===== src/rtl/counter_bank_if.sv =====
// Bus bundle for counter_bank: operation request, read address and read results.
// master drives operations and read address; slave is the counter bank itself.
`timescale 1ns/1ps
interface counter_bank_if #(
    parameter int unsigned WIDTH  = 4,
    parameter int unsigned ADDR_W = 2
);
    logic              op_valid;
    logic [ADDR_W-1:0] op_addr;
    logic [1:0]        op_code;
    logic [WIDTH-1:0]  immediate;
    logic [ADDR_W-1:0] rd_addr;
    logic [WIDTH-1:0]  rd_data;
    logic              rd_ovf;
    logic              ovf_any;

    modport master (
        output op_valid, op_addr, op_code, immediate, rd_addr,
        input  rd_data, rd_ovf, ovf_any
    );

    modport slave (
        input  op_valid, op_addr, op_code, immediate, rd_addr,
        output rd_data, rd_ovf, ovf_any
    );
endinterface


===== src/rtl/counter_bank.sv =====
// counter_bank: DEPTH = 2**ADDR_W counters of WIDTH bits, each with a sticky overflow flag.
// Operations (inc/dec/load/clear) are applied on the falling clock edge; reads are
// combinational from stored state. Reset is asynchronous, active-high.
// Build option: define COUNTER_BANK_SAT_EN to saturate on overflow instead of wrapping.
`timescale 1ns/1ps
module counter_bank #(
    parameter int unsigned WIDTH  = 4,
    parameter int unsigned ADDR_W = 2
) (
    input  logic           clk,
    input  logic           rst,
    counter_bank_if.slave  bus
);
    localparam int unsigned DEPTH = 2 ** ADDR_W;

    typedef enum logic [1:0] {
        OpInc   = 2'b00,
        OpDec   = 2'b01,
        OpLoad  = 2'b10,
        OpClear = 2'b11
    } op_e;

    logic [WIDTH-1:0] cnt_q [DEPTH];
    logic [DEPTH-1:0] ovf_q;

    logic [WIDTH-1:0] cur_cnt;
    logic             cur_ovf;
    logic [WIDTH:0]   sum;
    logic [WIDTH-1:0] diff;
    logic [WIDTH-1:0] nxt_cnt;
    logic             nxt_ovf;

    // Next value and flag for the addressed counter only.
    always_comb begin
        cur_cnt = cnt_q[bus.op_addr];
        cur_ovf = ovf_q[bus.op_addr];
        // One extra bit keeps the carry out of the true sum.
        sum     = {1'b0, cur_cnt} + {1'b0, bus.immediate};
        diff    = cur_cnt - bus.immediate;
        nxt_cnt = cur_cnt;
        nxt_ovf = cur_ovf;
        unique case (op_e'(bus.op_code))
            OpInc: begin
                if (sum[WIDTH]) begin
                    nxt_ovf = 1'b1;
`ifdef COUNTER_BANK_SAT_EN
                    nxt_cnt = '1;
`else
                    nxt_cnt = sum[WIDTH-1:0];
`endif
                end else begin
                    nxt_cnt = sum[WIDTH-1:0];
                end
            end
            OpDec: begin
                if (bus.immediate > cur_cnt) begin
                    nxt_ovf = 1'b1;
`ifdef COUNTER_BANK_SAT_EN
                    nxt_cnt = '0;
`else
                    nxt_cnt = diff;
`endif
                end else begin
                    nxt_cnt = diff;
                end
            end
            OpLoad: begin
                nxt_cnt = bus.immediate;
                nxt_ovf = 1'b0;
            end
            OpClear: begin
                nxt_cnt = '0;
                nxt_ovf = 1'b0;
            end
        endcase
    end

    // Counter and flag storage: falling-edge update, async clear holds while rst is high.
    always_ff @(negedge clk or posedge rst) begin
        if (rst) begin
            for (int unsigned i = 0; i < DEPTH; i++) begin
                cnt_q[i] <= '0;
            end
            ovf_q <= '0;
        end else if (bus.op_valid) begin
            cnt_q[bus.op_addr] <= nxt_cnt;
            ovf_q[bus.op_addr] <= nxt_ovf;
        end
    end

    // Side-effect-free read port and global overflow summary.
    always_comb begin
        bus.rd_data = cnt_q[bus.rd_addr];
        bus.rd_ovf  = ovf_q[bus.rd_addr];
        bus.ovf_any = |ovf_q;
    end
endmodule

===== src/flat_wrapper.sv =====
// flat-port wrapper written by rule: the top's interface ports become plain ports
module counter_bank_flat 
#(
    parameter int unsigned WIDTH  = 4,
    parameter int unsigned ADDR_W = 2
)
  (clk, rst, bus_op_valid, bus_op_addr, bus_op_code, bus_immediate, bus_rd_addr, bus_rd_data, bus_rd_ovf, bus_ovf_any);
  counter_bank_if #(.WIDTH(WIDTH), .ADDR_W(ADDR_W)) bus_i ();
  input  logic clk;
  input  logic rst;
  input wire logic [$bits(bus_i.op_valid)-1:0] bus_op_valid;
  input wire logic [$bits(bus_i.op_addr)-1:0] bus_op_addr;
  input wire logic [$bits(bus_i.op_code)-1:0] bus_op_code;
  input wire logic [$bits(bus_i.immediate)-1:0] bus_immediate;
  input wire logic [$bits(bus_i.rd_addr)-1:0] bus_rd_addr;
  output wire logic [$bits(bus_i.rd_data)-1:0] bus_rd_data;
  output wire logic [$bits(bus_i.rd_ovf)-1:0] bus_rd_ovf;
  output wire logic [$bits(bus_i.ovf_any)-1:0] bus_ovf_any;
  assign bus_i.op_valid = bus_op_valid;
  assign bus_i.op_addr = bus_op_addr;
  assign bus_i.op_code = bus_op_code;
  assign bus_i.immediate = bus_immediate;
  assign bus_i.rd_addr = bus_rd_addr;
  assign bus_rd_data = bus_i.rd_data;
  assign bus_rd_ovf = bus_i.rd_ovf;
  assign bus_ovf_any = bus_i.ovf_any;
  counter_bank #(.WIDTH(WIDTH), .ADDR_W(ADDR_W)) u_core (.clk(clk), .rst(rst), .bus(bus_i));
endmodule

===== config.mk =====
export PLATFORM = sky130hd
export DESIGN_NAME = counter_bank_flat
export DESIGN_NICKNAME = d
export VERILOG_FILES = /design/src/rtl/counter_bank_if.sv /design/src/rtl/counter_bank.sv /design/src/flat_wrapper.sv
export SDC_FILE = /design/constraint.sdc
export NUM_CORES = 1
export LEC_CHECK = 0
export CELL_PAD_IN_SITES_DETAIL_PLACEMENT = 2
export CELL_PAD_IN_SITES_GLOBAL_PLACEMENT = 2
export CORE_ASPECT_RATIO = 1.75
export CORE_UTILIZATION = 39
export CTS_BUF_LIST = sky130_fd_sc_hd__clkbuf_8
export DETAILED_ROUTE_END_ITERATION = 10
export PLACE_DENSITY = 0.87
export SLEW_MARGIN = 20
export SYNTH_ARGS = -nofsm -noshare
export SYNTH_HDL_FRONTEND = slang
export SYNTH_SLANG_ARGS = --single-unit
export TNS_END_PERCENT = 50

===== constraint.sdc =====
create_clock -name clk -period 4.8 [get_ports clk]
set_input_delay 0.72 -clock clk [delete_from_list [all_inputs] [get_ports clk]]
set_output_delay 0.72 -clock clk [all_outputs]
set_load 0.02 [all_outputs]

==> impl_metrics.yaml, run 1 <==
drt:
  drtPass1Iterations: 4
  drc: 0
  drt_first_iter_violations: 78
  num_vias: 1348
  routed_via_density: 6.329
  routed_wl_mm: 6.744
  ant_nets: 0
  wl_per_cell_um: 31.66
global_routing:
  gr-total-overflow: 0
  grt_util_all_layers_pct: 34.16
  grt_max_degree: 21
  antenna_found_initial: 0
  grt_pass1_wl_mm: 8.355
  grt_pass1_vias: 1483
synthesis:
  synth.top_cell.area_share_pct: 36.50
  ys.flop_type: "dfrtn_1"
  synth_top_area_cell: "dfrtn_1"
  syn_avg_cell_area_um2: 10.71
  yosysSeqAreaShare_pct: 36.50
  synthAdderAreaFrac_pct: 11.13
  yosysWarnings: 0
  yosysUniqueCellTypes: 29
  netlist_area_mm2: 0.001371
  synth_edf_count: 0
  synth-seq-cells: 20
  synth_mux_area_share_pct: 17.79
  synth_compound_gate_area_share_pct: 16.24
  synth_xor_area_share_pct: 2.555
  synth_top_family_by_area: "multiplexers"
  synth-simple-area-share_pct: 11.41
  ys_top_cells_by_area: "dfrtn_1, mux4_2, ha_1"
  synth_nets: 152
  async_reset_ff_share_pct: 100.0
  synthCells: 128
power_and_ir_drop:
  ir_drop_uv: 294.0
  seqPwrFrac_pct: 30.8
  p_int_uw: 504.3
  power_leakage_uw: 0.0008355
  p_switching_uw: 367.7
  share_comb_of_total_power_pct: 53.8
  p_clk_share_pct: 15.4
  power.total_uw: 872.0
  swShare_pct: 42.17
  p_per_area_mw_per_mm2: 444.2
finish:
  syn_to_final_growth_pct: 43.16
  regArea_um2: 500.5
  fillCellCount: 323
  final_core_util_pct: 58.37
  diodes: 0
  mostFrequentLayoutCells: "buf_4, dfrtn_1, nand2_1"
  nets: 193
  drive_above_1_share_pct: 41.07
  multiInputGateArea_um2: 970.9
  final_common_cell: "buf_4"
floorplan:
  rows: 28
  pin_count: 19
  design.die.area_mm2: 0.003767
  start_util_pct: 40.77
  fp.dieW_um: 46.83
  die_y_um: 80.44
  fp.coreArea_mm2: 0.003363
worst_setup_path:
  rr_endpoint: "u_core.cnt_q[15]"
  rrSetupSlack_ns: 2.31
  crit_family: "multiplexers"
  crit_buf_inv: 2
  reg2regPathDepth: 8
  path_max_fanout: 4
  cp_cell_sequence: "buf_8 -> mux4_2 -> ha_4 -> nand2_1 -> o21ai_1 -> xor2_1 -> a221oi_2 -> buf_4 -> a21oi_1"
  critPathMaxStageDelay_ns: 0.61
  r2r_start: "u_core.cnt_q[1]"
  worstPathRequired_ns: 2.52
  end_kind: "flip-flop"
  critPathKind: "in -> reg"
  cp.arrival_ns: 2.78
  critical-path-slowest-cell: "mux4_2"
  crit_path_start_kind: "input port"
timing:
  setup_ws_ns: -0.2629
  worst_slew_pin_slew_ns: 0.6296
  setup_viol: 19
  skew_ns: 0.004824
  slew_violations: 0
  hold_viol: 0
  rsz0062_at_grt: "yes"
  slew-limit-headroom_pct: 57.90
clock_tree:
  cts_buffers: 3
  cts_max_path_buffers: 2
  insertion_delay_ns: 0.28
  clockRootBuffer: "clkbuf_8"
  clkSinkCount: 20
  cts_tree: "yes"
  clk_pin_slew_worst_paths_ns: 0.05
  htree_levels: 1
run_status:
  status: "finished, violations left"
  violations: "setup timing"
hold_path:
  worstHoldPathCells: 2
  min_from: "u_core.cnt_q[10]"
  min_to: "u_core.cnt_q[10]"
  hp-class: "reg -> reg"
flow_run:
  cap_violations: 0
place:
  hpwlAfterDp_mm: 3.868
  gp_congestion: 0.7829
  port_buffers: 18
cells in the mapped netlist, drive strengths merged, types with 3 or more instances:
master / n
nand2: 17
buf: 4
dfrtn: 20
o21ai: 20
ha: 9
a21oi: 7
o31ai: 3
mux4: 10
nor2: 9
inv: 9
xor2: 4
kinds of logic (layout without fill, tap and decap cells):
logic type / after synthesis / in the layout
buffers and inverters: 13 / 53
AOI/OAI and AO/OA: 35 / 35
adders and majority gates: 11 / 11
xor gates and xnor gates: 4 / 4
DFF: 20 / 20
muxes: 11 / 11
and+or+nand+nor: 34 / 34
worst max-delay path by stage:
stage	start	endpoint	slack [ns]	depth (start not counted)
after global routing	bus_op_addr[0]	u_core.cnt_q[15]	-0.32	9
after floorplan	bus_op_addr[0]	u_core.cnt_q[11]	-0.25	8
after detailed placement	bus_op_addr[0]	u_core.cnt_q[7]	-1.19	8
after global placement	bus_op_addr[0]	u_core.cnt_q[7]	-0.94	8
final	bus_op_addr[0]	u_core.cnt_q[15]	-0.26	9
after CTS	bus_op_addr[0]	u_core.cnt_q[11]	-0.18	9
metrics by stage:
stage / hold slack (ns) / cells / setup slack (ns) / area (µm²) / TNS [ns]
2_1_floorplan: 0.4187 / 128 / -0.2488 / 1406 / -3.167
3_3_place_gp: 0.4352 / 203 / -0.9382 / 1728 / -15.18
3_5_place_dp: 0.4747 / 203 / -1.191 / 1728 / -17.45
4_1_cts: 0.4747 / 211 / -0.1811 / 1918 / -1.140
5_1_grt: 0.5359 / 213 / -0.3245 / 1963 / -3.599
6_report: 0.5167 / 213 / -0.2629 / 1963 / -2.992
worst register-to-register path: stages (launching register included):
cell and delay, ns:
dfrtn_1 0.38, mux4_2 0.60, ha_4 0.35, nand2_1 0.10, o21ai_1 0.18, xor2_1 0.11, a221oi_2 0.34, buf_4 0.20
a21oi_1 0.08
registers in the layout, indices dropped and copies added (netlist names):
name / cells
u_core.ovf_q: 4
u_core.cnt_q: 16
power groups by stage:
stage | registers [µW] | logic (µW) | clock network [µW]
4_1_cts | 258 | 410 | 130
3_5_place_dp | 260 | 346 | 0
2_1_floorplan | 239 | 222 | 0
5_1_grt | 268 | 489 | 141
3_3_place_gp | 250 | 316 | 0
6_report | 268 | 469 | 134
final cells by class:
type	instances	share of cell area [%]
multi-input cells	95	49.46
flip-flops and latches	20	25.49
repair buffers	40	17.53
well taps	45	2.868
clock buffers	4	2.804
inverters	9	1.848
metal layers:
metal / routed length [µm] / GRT usage (%) / part of all wire (%)
met5: 0 / 0 / 0
met2: 3903 / 64.17 / 58
met3: 251 / 3.820 / 3.7
met4: 282 / 13.71 / 4.2
met1: 2306 / 35.55 / 34
timing repair:
| item | CTS | global route |
|---|---|---|
| gates resized for setup | 38 | 10 |
| hold buffers | 0 | 0 |
| endpoints found under the setup margin | 23 | 19 |
| buffers inserted | 4 | 2 |
| pin swaps | 14 | 9 |
(Power assumes the default switching activity.)
==> inputs of run 2 (changes only) <==
Settings changed: ABC_AREA set to 1, CORE_UTILIZATION 39 to 34, HOLD_SLACK_MARGIN set to 0.12, PLACE_DENSITY 0.87 to 0.88, SKIP_LAST_GASP set to 1.
==> impl_metrics.yaml, run 2 <==
synthesis:
  synth_edf_count: 0
  synth-seq-cells: 20
  netlist_area_mm2: 0.001484
  synth_nets: 242
  yosysWarnings: 0
  async_reset_ff_share_pct: 100.0
  synthCells: 218
  synth_top_area_cell: "dfrtn_1"
  ys_top_cells_by_area: "dfrtn_1, nand2_1, inv_1"
  yosysUniqueCellTypes: 22
  syn_avg_cell_area_um2: 6.807
  synth.top_cell.area_share_pct: 33.73
  synth.most_common_cell: "nand2_1"
  synthTopCellsByCount: "nand2_1, inv_1, dfrtn_1"
  yosysSeqAreaShare_pct: 33.73
  ys.flop_type: "dfrtn_1"
finish:
  diodes: 0
  fillCellCount: 461
  reg_top3: "u_core.cnt_q: 16 flops, u_core.ovf_q: 4 flops"
  largest_reg_flops: 16
  top_register: "u_core.cnt_q"
  fin_area_mm2: 0.002145
  layout.cells.non_filler: 316
  mostFrequentLayoutCells: "nand2_1, buf_4, inv_1"
  syn_to_final_growth_pct: 44.52
  drive_above_1_share_pct: 25.84
  final_common_cell: "nand2_1"
  nets: 292
timing:
  worst_slew_pin_slew_ns: 0.5743
  hold_ws_ns: 0.4896
  setup_ws_ns: -0.2405
  slew_violations: 0
  slew-limit-headroom_pct: 61.58
  setup_viol: 19
  rsz0062_at_grt: "yes"
  skew_ns: 0.005421
  hold_viol: 0
drt:
  routed_via_density: 5.677
  num_vias: 1794
  drtPass1Iterations: 4
  drc: 0
  wl_per_cell_um: 25.52
  routed_wl_mm: 8.063
  ant_nets: 0
  drt_first_iter_violations: 54
power_and_ir_drop:
  ir_drop_uv: 233.0
  power_leakage_uw: 0.001060
  p_per_area_mw_per_mm2: 355.4
clock_tree:
  cts_buffers: 3
  cts_max_path_buffers: 2
  clockRootBuffer: "clkbuf_8"
  clk_pin_slew_worst_paths_ns: 0.05
  clkSinkCount: 20
  htree_levels: 1
  insertion_delay_ns: 0.28
  holdBufCountCts: 0
  cts_tree: "yes"
worst_setup_path:
  path_max_fanout: 4
  critical-path-slowest-cell: "fa_2"
  reg2regPathDepth: 12
  critPathKind: "in -> reg"
  rrSetupSlack_ns: 2.29
  critPathMaxStageDelay_ns: 0.53
  startpoint: "bus_op_addr[0]"
  rr_endpoint: "u_core.cnt_q[13]"
  cp.arrival_ns: 2.75
  crit_path_start_kind: "input port"
  worstPathRequired_ns: 2.51
  end_kind: "flip-flop"
  cp_cell_sequence: "buf_6 -> inv_4 -> nor2_2 -> a221oi_2 -> nand2_2 -> inv_1 -> ha_4 -> fa_2 -> inv_1 -> nand2_1 -> o211ai_1 -> nand2_1 -> o21ai_0"
  r2r_start: "u_core.cnt_q[12]"
flow_run:
  cap_violations: 0
global_routing:
  gr-total-overflow: 0
  antenna_found_initial: 0
  grt_max_degree: 21
  grt_pass1_wl_mm: 11.83
  grt_util_all_layers_pct: 37.81
  grt_pass1_vias: 2037
place:
  hpwlAfterDp_mm: 5.106
  dpl-instance-area_mm2: 0.001916
  placed_cells: 305
  gp_congestion: 0.8904
  port_buffers: 18
  place_ws_ns: -1.158
floorplan:
  die_y_um: 89.40
  pin_count: 19
  fp.dieW_um: 51.94
  rows: 31
  design.die.area_mm2: 0.004643
  fp.coreArea_mm2: 0.004150
  start_util_pct: 35.76
hold_path:
  min_to: "u_core.cnt_q[10]"
  worstHoldPathCells: 2
  min_from: "u_core.cnt_q[10]"
  hp-class: "reg -> reg"
run_status:
  violations: "setup timing"
  status: "finished, violations left"
## run 2: cell count changes in the layout (fill, tap and decap cells not counted), sizes merged, moves of 7 or more
cell	before	now
buf	24	31
inv	9	34
mux4	10	0
nand2	17	73
nand3	1	13
nor2	9	20
## run 2: cells by family after synthesis
family | synth area share, %
flops | 33.73
fa+ha+maj | 10.29
buf+inv | 9.275
compound gates | 16.44
simple gates | 30.27
## run 2: power by group
group          internal, µW  leakage (µW)  switching [µW]
clock network          73.4     0.0000288            62.5
registers               211      0.000257            42.6
logic                   150      0.000774             223
## run 2: final cells by class
cell class	count	area [µm²]	share of cell area (%)
multi-input combinational	162	985.9	45.97
sequential	20	500.5	23.34
timing repair buffer	47	409.1	19.08
inverter	34	132.6	6.184
tap	49	61.31	2.859
clock buffer	4	55.05	2.567
## run 2: worst max-delay path: cells and delay by family
| family | cells | cell delay (ns) |
|---|---|---|
| AO/OA/AOI/OAI | 3 | 0.42 |
| adder cells (fa/ha/maj) | 2 | 0.70 |
| buffers and inverters | 4 | 0.30 |
| AND/OR/NAND/NOR | 4 | 0.58 |
## run 2: timing repair
action | in CTS | in global routing
resized for setup | 29 | 11
hold endpoints to repair | 0 | 0
setup buffers | 6 | 2
setup endpoints to repair | 22 | 20
pin swaps | 15 | 11
## run 2: worst max path at each step
stage                        to
6_report       u_core.cnt_q[13]
5_1_grt        u_core.cnt_q[13]
4_1_cts         u_core.cnt_q[2]
3_5_place_dp    u_core.cnt_q[7]
3_3_place_gp    u_core.cnt_q[2]
2_1_floorplan   u_core.cnt_q[2]
## run 2: routing by layer
layer	vias up	track usage [%]	routed length (µm)
met5	-	0	0
met4	0	24.32	448
met3	26	3.401	208
met2	66	73.31	4570
met1	908	36.19	2835
li1	794	-	-
## run 2: through the flow
step | util, % | TNS (ns) | power, µW
floorplan | - | -0.05793 | 410.3
global route | 51.67 | -4.394 | 795.2
detailed placement | 46.16 | -18.83 | 546.6
finish | 51.67 | -3.221 | 762.1
global placement | 46.16 | -15.31 | 520.3
CTS | 50.68 | -1.797 | 712.7
==> inputs of run 3 (changes only) <==
Settings changed: CTS_BUF_LIST sky130_fd_sc_hd__clkbuf_8 to sky130_fd_sc_hd__clkbuf_4 sky130_fd_sc_hd__clkbuf_8, SETUP_SLACK_MARGIN set to 0.15.
==> impl_metrics.yaml, run 3 <==
synthesis:
  synth.most_common_cell: "nand2_1"
  synth_top_family_by_area: "simple AND/OR/NAND/NOR gates"
  ys.flop_type: "dfrtn_1"
  synth_top_area_cell: "dfrtn_1"
  yosysWarnings: 0
  synth.top_cell.area_share_pct: 33.73
  synth-simple-area-share_pct: 30.27
  yosysUniqueCellTypes: 22
  synthCells: 218
  synthTopCellsByCount: "nand2_1, inv_1, dfrtn_1"
  synth_mux_area_share_pct: 0
  synth_edf_count: 0
  syn_avg_cell_area_um2: 6.807
  ys_top_cells_by_area: "dfrtn_1, nand2_1, inv_1"
  async_reset_ff_share_pct: 100.0
  synth_nets: 242
  synth_compound_gate_area_share_pct: 16.44
  synth-seq-cells: 20
  synth_xor_area_share_pct: 0
  netlist_area_mm2: 0.001484
  yosysSeqAreaShare_pct: 33.73
  synthAdderAreaFrac_pct: 10.29
place:
  hpwlAfterDp_mm: 5.168
  port_buffers: 18
  gp_congestion: 0.8092
  place_ws_ns: -1.109
  placed_cells: 305
floorplan:
  die_y_um: 89.40
  rows: 31
  start_util_pct: 35.76
  fp.dieW_um: 51.94
  pin_count: 19
run_status:
  status: "did not finish"
  error: "[ERROR DPL-0033] detailed placement checks failed during check placement."
  flow.stopped_at: "global routing"
global_routing:
  antenna_found_initial: 1
  grt_max_degree: 21
clock_tree:
  clockRootBuffer: "clkbuf_8"
  clkSinkCount: 20
  htree_levels: 1
  cts_buffers: 3
  cts_max_path_buffers: 2
  holdBufCountCts: 0
timing:
  grt_worst_setup_endpoint: "u_core.cnt_q[10]$_DFFE_NP0P_/D"
  endpoint_type: "sequential cell input"
## run 3: cell counts after synthesis
Identical to the previous run, type by type.
## run 3: through the flow
step / util (%) / instance area [µm²]
4_1_cts: 54.39 / 2257
3_5_place_dp: 46.16 / 1916
2_1_floorplan: - / 1519
3_3_place_gp: 46.16 / 1916
## run 3: logic make-up after synthesis
family	count (synthesis)
AND/OR/NAND/NOR	108
adder cells (fa/ha/maj)	11
AO/OA/AOI/OAI	43
buffers and inverters	36
flip-flops	20
## run 3: timing repair
item                                    CTS
setup buffers                            13
pin swaps                                16
endpoints found under the setup margin   26
gates resized for setup                  51
==> inputs of run 4 (changes only) <==
Settings changed: CELL_PAD_IN_SITES_DETAIL_PLACEMENT 2 to not set, CELL_PAD_IN_SITES_GLOBAL_PLACEMENT 2 to not set, CORE_ASPECT_RATIO 1.75 to not set, CORE_UTILIZATION 34 to 40, CTS_BUF_LIST sky130_fd_sc_hd__clkbuf_4 sky130_fd_sc_hd__clkbuf_8 to not set, HOLD_SLACK_MARGIN 0.12 to not set, PLACE_DENSITY 0.88 to not set, PLACE_DENSITY_LB_ADDON set to 0.15, SETUP_SLACK_MARGIN 0.15 to not set.
==> impl_metrics.yaml, run 4 (synthesis results as in run 2) <==
run_status:
  status: "finished, violations left"
  violations: "setup timing"
floorplan:
  fp.dieW_um: 62.91
  pin_count: 19
  design.die.area_mm2: 0.003958
  start_util_pct: 43.11
  rows: 21
  die_y_um: 62.91
  fp.coreArea_mm2: 0.003442
clock_tree:
  cts_buffers: 3
  clkSinkCount: 20
  clk_pin_slew_worst_paths_ns: 0.05
  insertion_delay_ns: 0.27
  clockRootBuffer: "clkbuf_8"
  cts_max_path_buffers: 2
  holdBufCountCts: 0
  cts_tree: "yes"
  htree_levels: 1
global_routing:
  grt_pass1_vias: 1558
  gr-total-overflow: 0
  antenna_found_initial: 0
  grt_util_all_layers_pct: 23.12
  grt_max_degree: 21
  grt_pass1_wl_mm: 7.065
finish:
  top_register: "u_core.cnt_q"
  drive_above_1_share_pct: 24.15
  diodes: 0
  reg_top3: "u_core.cnt_q: 16 flops, u_core.ovf_q: 4 flops"
  final_core_util_pct: 61.47
  final_common_cell: "nand2_1"
  syn_to_final_growth_pct: 42.58
  layout.cells.non_filler: 311
  nets: 291
  mostFrequentLayoutCells: "nand2_1, inv_1, buf_4"
  fin_area_mm2: 0.002116
  largest_reg_flops: 16
  fillCellCount: 304
place:
  hpwlAfterDp_mm: 3.291
  gp_congestion: 0.8804
  dpl-instance-area_mm2: 0.001919
  port_buffers: 18
  placed_cells: 303
worst_setup_path:
  rrSetupSlack_ns: 2.64
  critPathKind: "in -> reg"
  crit_path_end: "u_core.cnt_q[2]"
  reg2regPathDepth: 9
  rr_endpoint: "u_core.cnt_q[2]"
  cp.arrival_ns: 2.61
  critPathMaxStageDelay_ns: 0.37
  startpoint: "bus_op_addr[1]"
  path_max_fanout: 4
  r2r_start: "u_core.cnt_q[0]"
  cp_cell_sequence: "buf_8 -> buf_6 -> nand2_8 -> inv_4 -> a221oi_2 -> nand2_2 -> ha_4 -> fa_2 -> or2_4 -> nand3_2 -> o211ai_1 -> nand2_1 -> o21ai_1"
  critical-path-slowest-cell: "fa_2"
  end_kind: "flip-flop"
  worstPathRequired_ns: 2.51
  crit_path_start_kind: "input port"
timing:
  rsz0062_at_grt: "yes"
  hold_viol: 0
  setup_ws_ns: -0.09849
  slew-limit-headroom_pct: 74.80
  setup_viol: 8
  slew_violations: 0
  tns_ns: -0.4774
  worst_slew_pin_slew_ns: 0.3763
  skew_ns: 0.003227
power_and_ir_drop:
  p_switching_uw: 254.3
  power_leakage_uw: 0.001059
  swShare_pct: 38.46
  ir_drop_uv: 195.1
  p_int_uw: 407.0
  p_clk_share_pct: 16.3
  power.total_uw: 661.3
  share_comb_of_total_power_pct: 47.0
  seqPwrFrac_pct: 36.6
  p_per_area_mw_per_mm2: 312.6
drt:
  wl_per_cell_um: 13.70
  routed_wl_mm: 4.260
  ant_nets: 0
  routed_via_density: 5.019
  drc: 0
  num_vias: 1561
  drt_first_iter_violations: 111
  drtPass1Iterations: 4
flow_run:
  cap_violations: 0
hold_path:
  hp-class: "reg -> reg"
## run 4: power by group through the flow
stage / sequential [µW] / combinational (µW) / clock, µW
2_1_floorplan: 234 / 176 / 0
3_3_place_gp: 244 / 270 / 0
3_5_place_dp: 244 / 271 / 0
4_1_cts: 241 / 277 / 113
5_1_grt: 246 / 344 / 118
6_report: 242 / 311 / 108
## run 4: metal layers
layer / vias up / routed length, µm / GRT usage [%]
met4: 0 / 23 / 5.814
met5: - / 0 / 0
li1: 789 / - / -
met3: 2 / 259 / 3.285
met2: 40 / 2042 / 37.77
met1: 730 / 1935 / 31.74
## run 4: repair_timing
item                                    CTS  global route
pin swaps                                 9            15
hold endpoints to repair                  0             0
setup buffers                             1             4
resized for setup                        16            23
endpoints found under the setup margin   22            17
## run 4: worst min-delay path by stage
| stage | from | end | slack, ns | cells after the start |
|---|---|---|---|---|
| 2_1_floorplan | u_core.cnt_q[7] | u_core.cnt_q[7] | 0.43 | 2 |
| 5_1_grt | u_core.cnt_q[15] | u_core.cnt_q[15] | 0.48 | 2 |
| 4_1_cts | u_core.cnt_q[7] | u_core.cnt_q[7] | 0.46 | 2 |
| 3_3_place_gp | u_core.cnt_q[7] | u_core.cnt_q[7] | 0.45 | 2 |
| 6_report | u_core.cnt_q[7] | u_core.cnt_q[7] | 0.46 | 2 |
| 3_5_place_dp | u_core.cnt_q[7] | u_core.cnt_q[7] | 0.46 | 2 |
## run 4: final cells by class
cell class              count  area [µm²]  share of cell area, %
multi-input cells         162       977.2                  46.19
flip-flops and latches     20       500.5                  23.65
repair buffers             46       406.6                  19.22
inverters                  34       132.6                  6.268
well taps                  46       57.56                  2.720
clock buffers               3       41.29                  1.952
## run 4: per-stage QoR
step	hold WS, ns	setup slack [ns]
2_1_floorplan	0.4267	-0.02235
3_3_place_gp	0.4486	-0.9542
3_5_place_dp	0.4580	-0.9554
4_1_cts	0.4611	-0.08775
5_1_grt	0.4843	-0.1913
6_report	0.4592	-0.09849
## run 4: critical path: cells and delay by family
family                   cells  cell delay [ns]
buffers and inverters        3             0.25
adder cells (fa/ha/maj)      2             0.55
AO/OA/AOI/OAI                3             0.49
AND/OR/NAND/NOR              5             0.61
